[src/rtl/pt_check.sv]
// Printable-ASCII validator for the length-prefixed plaintext buffer written by arc4.
// Streams one byte per clock through a 1-cycle synchronous read port and reports ok/len/bad_idx.
module pt_check (
   input  logic       clk,
   input  logic       rst_n,
   input  logic       en,
   output logic       rdy,
   output logic [7:0] pt_addr,
   input  logic [7:0] pt_rddata,
   output logic       ok,
   output logic [7:0] len,
   output logic [7:0] bad_idx
);

   // state | meaning
   // IDLE  | result valid, waiting for en
   // ADDR0 | mem[0] address presented, read in flight
   // LEN   | pt_rddata = mem[0]; latch length
   // SCAN  | pt_rddata = mem[idx]; check one character per cycle
   typedef enum logic [1:0] {
      S_IDLE  = 2'd0,
      S_ADDR0 = 2'd1,
      S_LEN   = 2'd2,
      S_SCAN  = 2'd3
   } state_t;

   state_t     state;
   logic [7:0] idx;
   logic       printable;

   assign printable = (pt_rddata >= 8'h20) && (pt_rddata <= 8'h7E);

   always_ff @(posedge clk or negedge rst_n) begin
      if (!rst_n) begin
         state   <= S_IDLE;
         rdy     <= 1'b1;
         pt_addr <= 8'd0;
         ok      <= 1'b0;
         len     <= 8'd0;
         bad_idx <= 8'd0;
         idx     <= 8'd0;
      end else begin
         case (state)
            S_IDLE: begin
               pt_addr <= 8'd0;
               if (en) begin
                  ok      <= 1'b0;
                  len     <= 8'd0;
                  bad_idx <= 8'd0;
                  rdy     <= 1'b0;
                  state   <= S_ADDR0;
               end
            end
            S_ADDR0: begin
               pt_addr <= 8'd1;
               state   <= S_LEN;
            end
            S_LEN: begin
               len <= pt_rddata;
               if (pt_rddata == 8'd0) begin
                  ok      <= 1'b1;
                  rdy     <= 1'b1;
                  pt_addr <= 8'd0;
                  state   <= S_IDLE;
               end else begin
                  idx     <= 8'd1;
                  pt_addr <= 8'd2;
                  state   <= S_SCAN;
               end
            end
            S_SCAN: begin
               if (!printable) begin
                  bad_idx <= idx;
                  ok      <= 1'b0;
                  rdy     <= 1'b1;
                  pt_addr <= 8'd0;
                  state   <= S_IDLE;
               end else if (idx == len) begin
                  ok      <= 1'b1;
                  rdy     <= 1'b1;
                  pt_addr <= 8'd0;
                  state   <= S_IDLE;
               end else begin
                  // address runs one ahead of idx; wraps 255->0 harmlessly at L=255
                  idx     <= idx + 8'd1;
                  pt_addr <= idx + 8'd2;
               end
            end
            default: begin
               state <= S_IDLE;
               rdy   <= 1'b1;
            end
         endcase
      end
   end

endmodule

[config.mk]
export PLATFORM = sky130hd
export DESIGN_NAME = pt_check
export DESIGN_NICKNAME = d
export VERILOG_FILES = /design/src/rtl/pt_check.sv
export SDC_FILE = /design/constraint.sdc
export NUM_CORES = 1
export LEC_CHECK = 0
export CORE_UTILIZATION = 50
export DETAILED_ROUTE_END_ITERATION = 8
export GPL_TIMING_DRIVEN = 0
export PLACE_DENSITY_LB_ADDON = 0.15
export SYNTH_ARGS = -nofsm -noshare
export SYNTH_HDL_FRONTEND = slang
export SYNTH_SLANG_ARGS = --single-unit
[constraint.sdc]
create_clock -name clk -period 1.6 [get_ports clk]
set_input_delay 0.16 -clock clk [delete_from_list [all_inputs] [get_ports clk]]
set_output_delay 0.16 -clock clk [all_outputs]
set_load 0.1 [all_outputs]
==> metrics.md <==
| Metric | Value |
|---|---|
| Vias in the first global route | approximately 1500 |
| Max transition margin | about 48% |
| Power density over the cells | 1955 nW/um^2 |
| Sequential fraction of the synthesis area | between 50% and 60% |
| Ys flop type | dfrtp_1 |
| CP endpoint kind | register |
| Final instance area | 2377 um^2 |
| Worst setup margin | -0.08270 ns |
| Worst min path class | primary input to register |
| Num CTS Buffers | 5 |
| Root buffer cell | clkbuf_4 |
| First-pass GRT wire length | ~7000 um |
| Final setup vio count | 9 |
| Ys Warns | 0 |
| Area grow syn2layout | 39.09% |
| Slew Viols, Final | 0 |
| PortBufs | 36 |
| Post-Syn Area per Cell | 10.75 um^2 |
| Post-synth EDFFs | 0 |
| Routability Congestion | a little under 0.9 |
| Clk_skew | 0.01057 ns |
| Final wirelength | 4159 um |
| Core region area | ~3200 um^2 |
| Routed vias | approximately 1500 |
| Die area | 3656 um^2 |
| Least-Margin Pin Slew | just under 0.8 ns |
| Largest net degree at the start of global routing | 37 |
| Clk_lat worst skew | between 0.3 and 0.4 ns |
| Mapped Cells | around 160 |
| Max Cap Viol | 0 |
| Failing checks | setup timing |
| Async S/R FF share, synth | 100.0% |
| Outcome | finished with violations |
| Critical path type | primary input to register |
| Grt total ovfl | 0 |
| DR DRC count | 0 |
| Starting density of the core | a little over half |
| H-tree levels | 2 |
| Cell area after placement | around 2200 um^2 |
| HPWL Detailed | 2777 um |
| Final hold vios | 0 |
| Worst setup SP type | primary input |
| Detailed Route Iter0 Violations | 72 |
| Multi-input combinational cell area | approximately 820 um^2 |
| Final #Nets | about 230 |
| Worst EP arrival | between 1.5 and 2 ns |
| Max FO, Critical Path | 6 |
| Layout cell share with drive strength beyond 1 | 40.38% |
| Synthesized Nets | approximately 170 |
| Worst Path Required | around 1.8 ns |
| Post-DR vias/cell | about 5.8 |
| Drt pass-1 iters | 4 |
| Seq cells post-synth | 36 |
| Register Area | around 940 um^2 |
| Initial antenna violation count | 0 |
| RSZ-0062 raised after global routing | yes |
| Maximum clock path buffer count | 2 |
| Die Ht | just over 60 um |
| Placement Setup Slack | -0.3710 ns |
| I/O Pins | 37 |
| Post-synth cell types | 36 |
| Die width | 60.47 um |
| FMAX | between 500 and 600 MHz |
| LEAKAGE | 1.015 nW |
| Post-Syn Area | 1709 um^2 |
| VDD IR-drop max | between 1 and 1.5 mV |
| Filler Cell Count | 230 |
| Row Count | 20 |
| Number of nets still failing antenna checks after routing | 0 |
| Post-layout minimum cycle time | between 1.5 and 2 ns |
| Reg clk slew, reported paths | ~0.11 ns |
| Num Clock Sinks | 36 |
| Period utilization | 105.2% |
| GR Util All Layers | a little over a quarter |
| Diode count | 0 |
| TritonCTS clock tree | built |
| DR WL/cell | about 16 um |
-- placed cells by master, fill, tap and decap left out, types with 2 or more instances in the layout --
cell	instances
nand3_1	11
ha_1	2
clkdlybuf4s50_1	8
buf_4	10
xnor2_2	5
and3_1	6
xnor2_1	4
or3_1	2
dfrtp_4	8
clkinv_2	2
o21ai_0	8
dfrtp_1	20
nor4_1	4
a211o_1	2
buf_2	8
clkbuf_4	6
and2_1	4
mux2_2	3
nor2_1	5
dfrtp_2	7
inv_1	8
a22o_1	9
o21ai_2	3
nand2_1	7
clkdlybuf4s15_2	22
nand4_1	4
o21bai_1	2
xor2_1	4
nor3_1	2
a21oi_1	4
o21ai_1	2
-- path summary, 6_finish.rpt --
path	cells after the start	to	slack, ns	from
setup / recovery	6	idx[7]	-0.08	pt_rddata[6]
hold / removal	2	len[5]	0.35	pt_rddata[5]
setup reg to reg	6	ok	-0.07	len[6]
hold reg to reg	2	rdy	0.50	rdy
max in group asynchronous	2	len[0]	0.60	rst_n
min in group asynchronous	2	len[4]	0.41	rst_n
-- worst max-delay path: stages --
cell and delay (ns):
clkdlybuf4s50_1 0.47, and4_4 0.23, a41oi_4 0.31, o21a_2 0.27, a21oi_4 0.11, a221o_1 0.36
-- report_power, final --
part           internal, mW  switching (mW)  total, mW
clock network         0.209           0.300      0.509
registers              1.19           0.207       1.40
logic                 0.798            1.94       2.74
-- through the flow --
stage / total power [mW] / hold WS [ns] / utilization [%] / std cells / setup TNS (ns)
after floorplan: 3.288 / -0.1356 / - / 159 / -0.1807
after global routing: 4.864 / 0.3399 / 75.40 / 257 / -1.535
after global placement: 3.833 / 0.4753 / 68.57 / 239 / -21.98
after detailed placement: 3.890 / 0.2854 / 68.41 / 239 / -8.204
after CTS: 4.559 / 0.3233 / 74.52 / 254 / -0.4021
final: 4.648 / 0.3457 / 75.40 / 257 / -0.4054
-- cell type report --
type / count / area share (%)
multi-input cells: 109 / 34.32
clock inverters: 2 / 0.4211
flip-flops and latches: 36 / 39.58
inverters: 8 / 1.263
clock buffers: 6 / 2.158
well taps: 44 / 2.316
repair buffers: 47 / 18.79
plain buffers: 5 / 1.158
-- cell usage after synthesis, types with 3 or more instances --
| master | instances | area share, % |
|---|---|---|
| inv_1 | 8 | 1.8 |
| xor2_1 | 4 | 2.0 |
| a21oi_1 | 4 | 1.2 |
| a22o_1 | 9 | 4.6 |
| nor4_1 | 4 | 1.5 |
| and2_1 | 5 | 1.8 |
| dfrtp_1 | 35 | 51 |
| nand2_1 | 8 | 1.8 |
| and3_1 | 6 | 2.2 |
| nor2_1 | 6 | 1.3 |
| o21ai_0 | 11 | 3.2 |
| xnor2_1 | 9 | 4.6 |
| buf_2 | 6 | 1.8 |
| nand3_1 | 11 | 3.2 |
| nand4_1 | 4 | 1.5 |
| mux2_2 | 3 | 2.0 |
-- layer usage --
metal	track usage, %	vias to the layer above	wire [um]
met1	32.18	741	1726
met4	11.36	0	93
met5	0	-	0
met3	6.823	10	198
li1	-	682	-
met2	44.58	46	2141
-- kinds of logic after synthesis --
logic type / count (synthesis) / share of synthesized area (%)
AO/OA/AOI/OAI: 38 / 17.06
XOR/XNOR: 13 / 6.662
adder cells (fa/ha/maj): 2 / 1.464
buffers and inverters: 15 / 3.733
flip-flops: 36 / 52.78
multiplexers: 3 / 1.976
AND/OR/NAND/NOR: 52 / 16.33
-- repair_timing --
item                       4_1_cts  5_1_grt
hold buffers                     1        0
buffers inserted                 7        3
hold endpoints to repair        35        0
cloned                           1        0
gates resized for setup         92       18
pin swaps                       16        4
setup endpoints to repair       40       28
-- flip-flops by register name (all words and copies together), names as in the netlist --
signal	cells
bad_idx	8
idx	8
len	8
ok	1
pt_addr	8
rdy	1
state	2
Power figures use the tool's default switching activity.
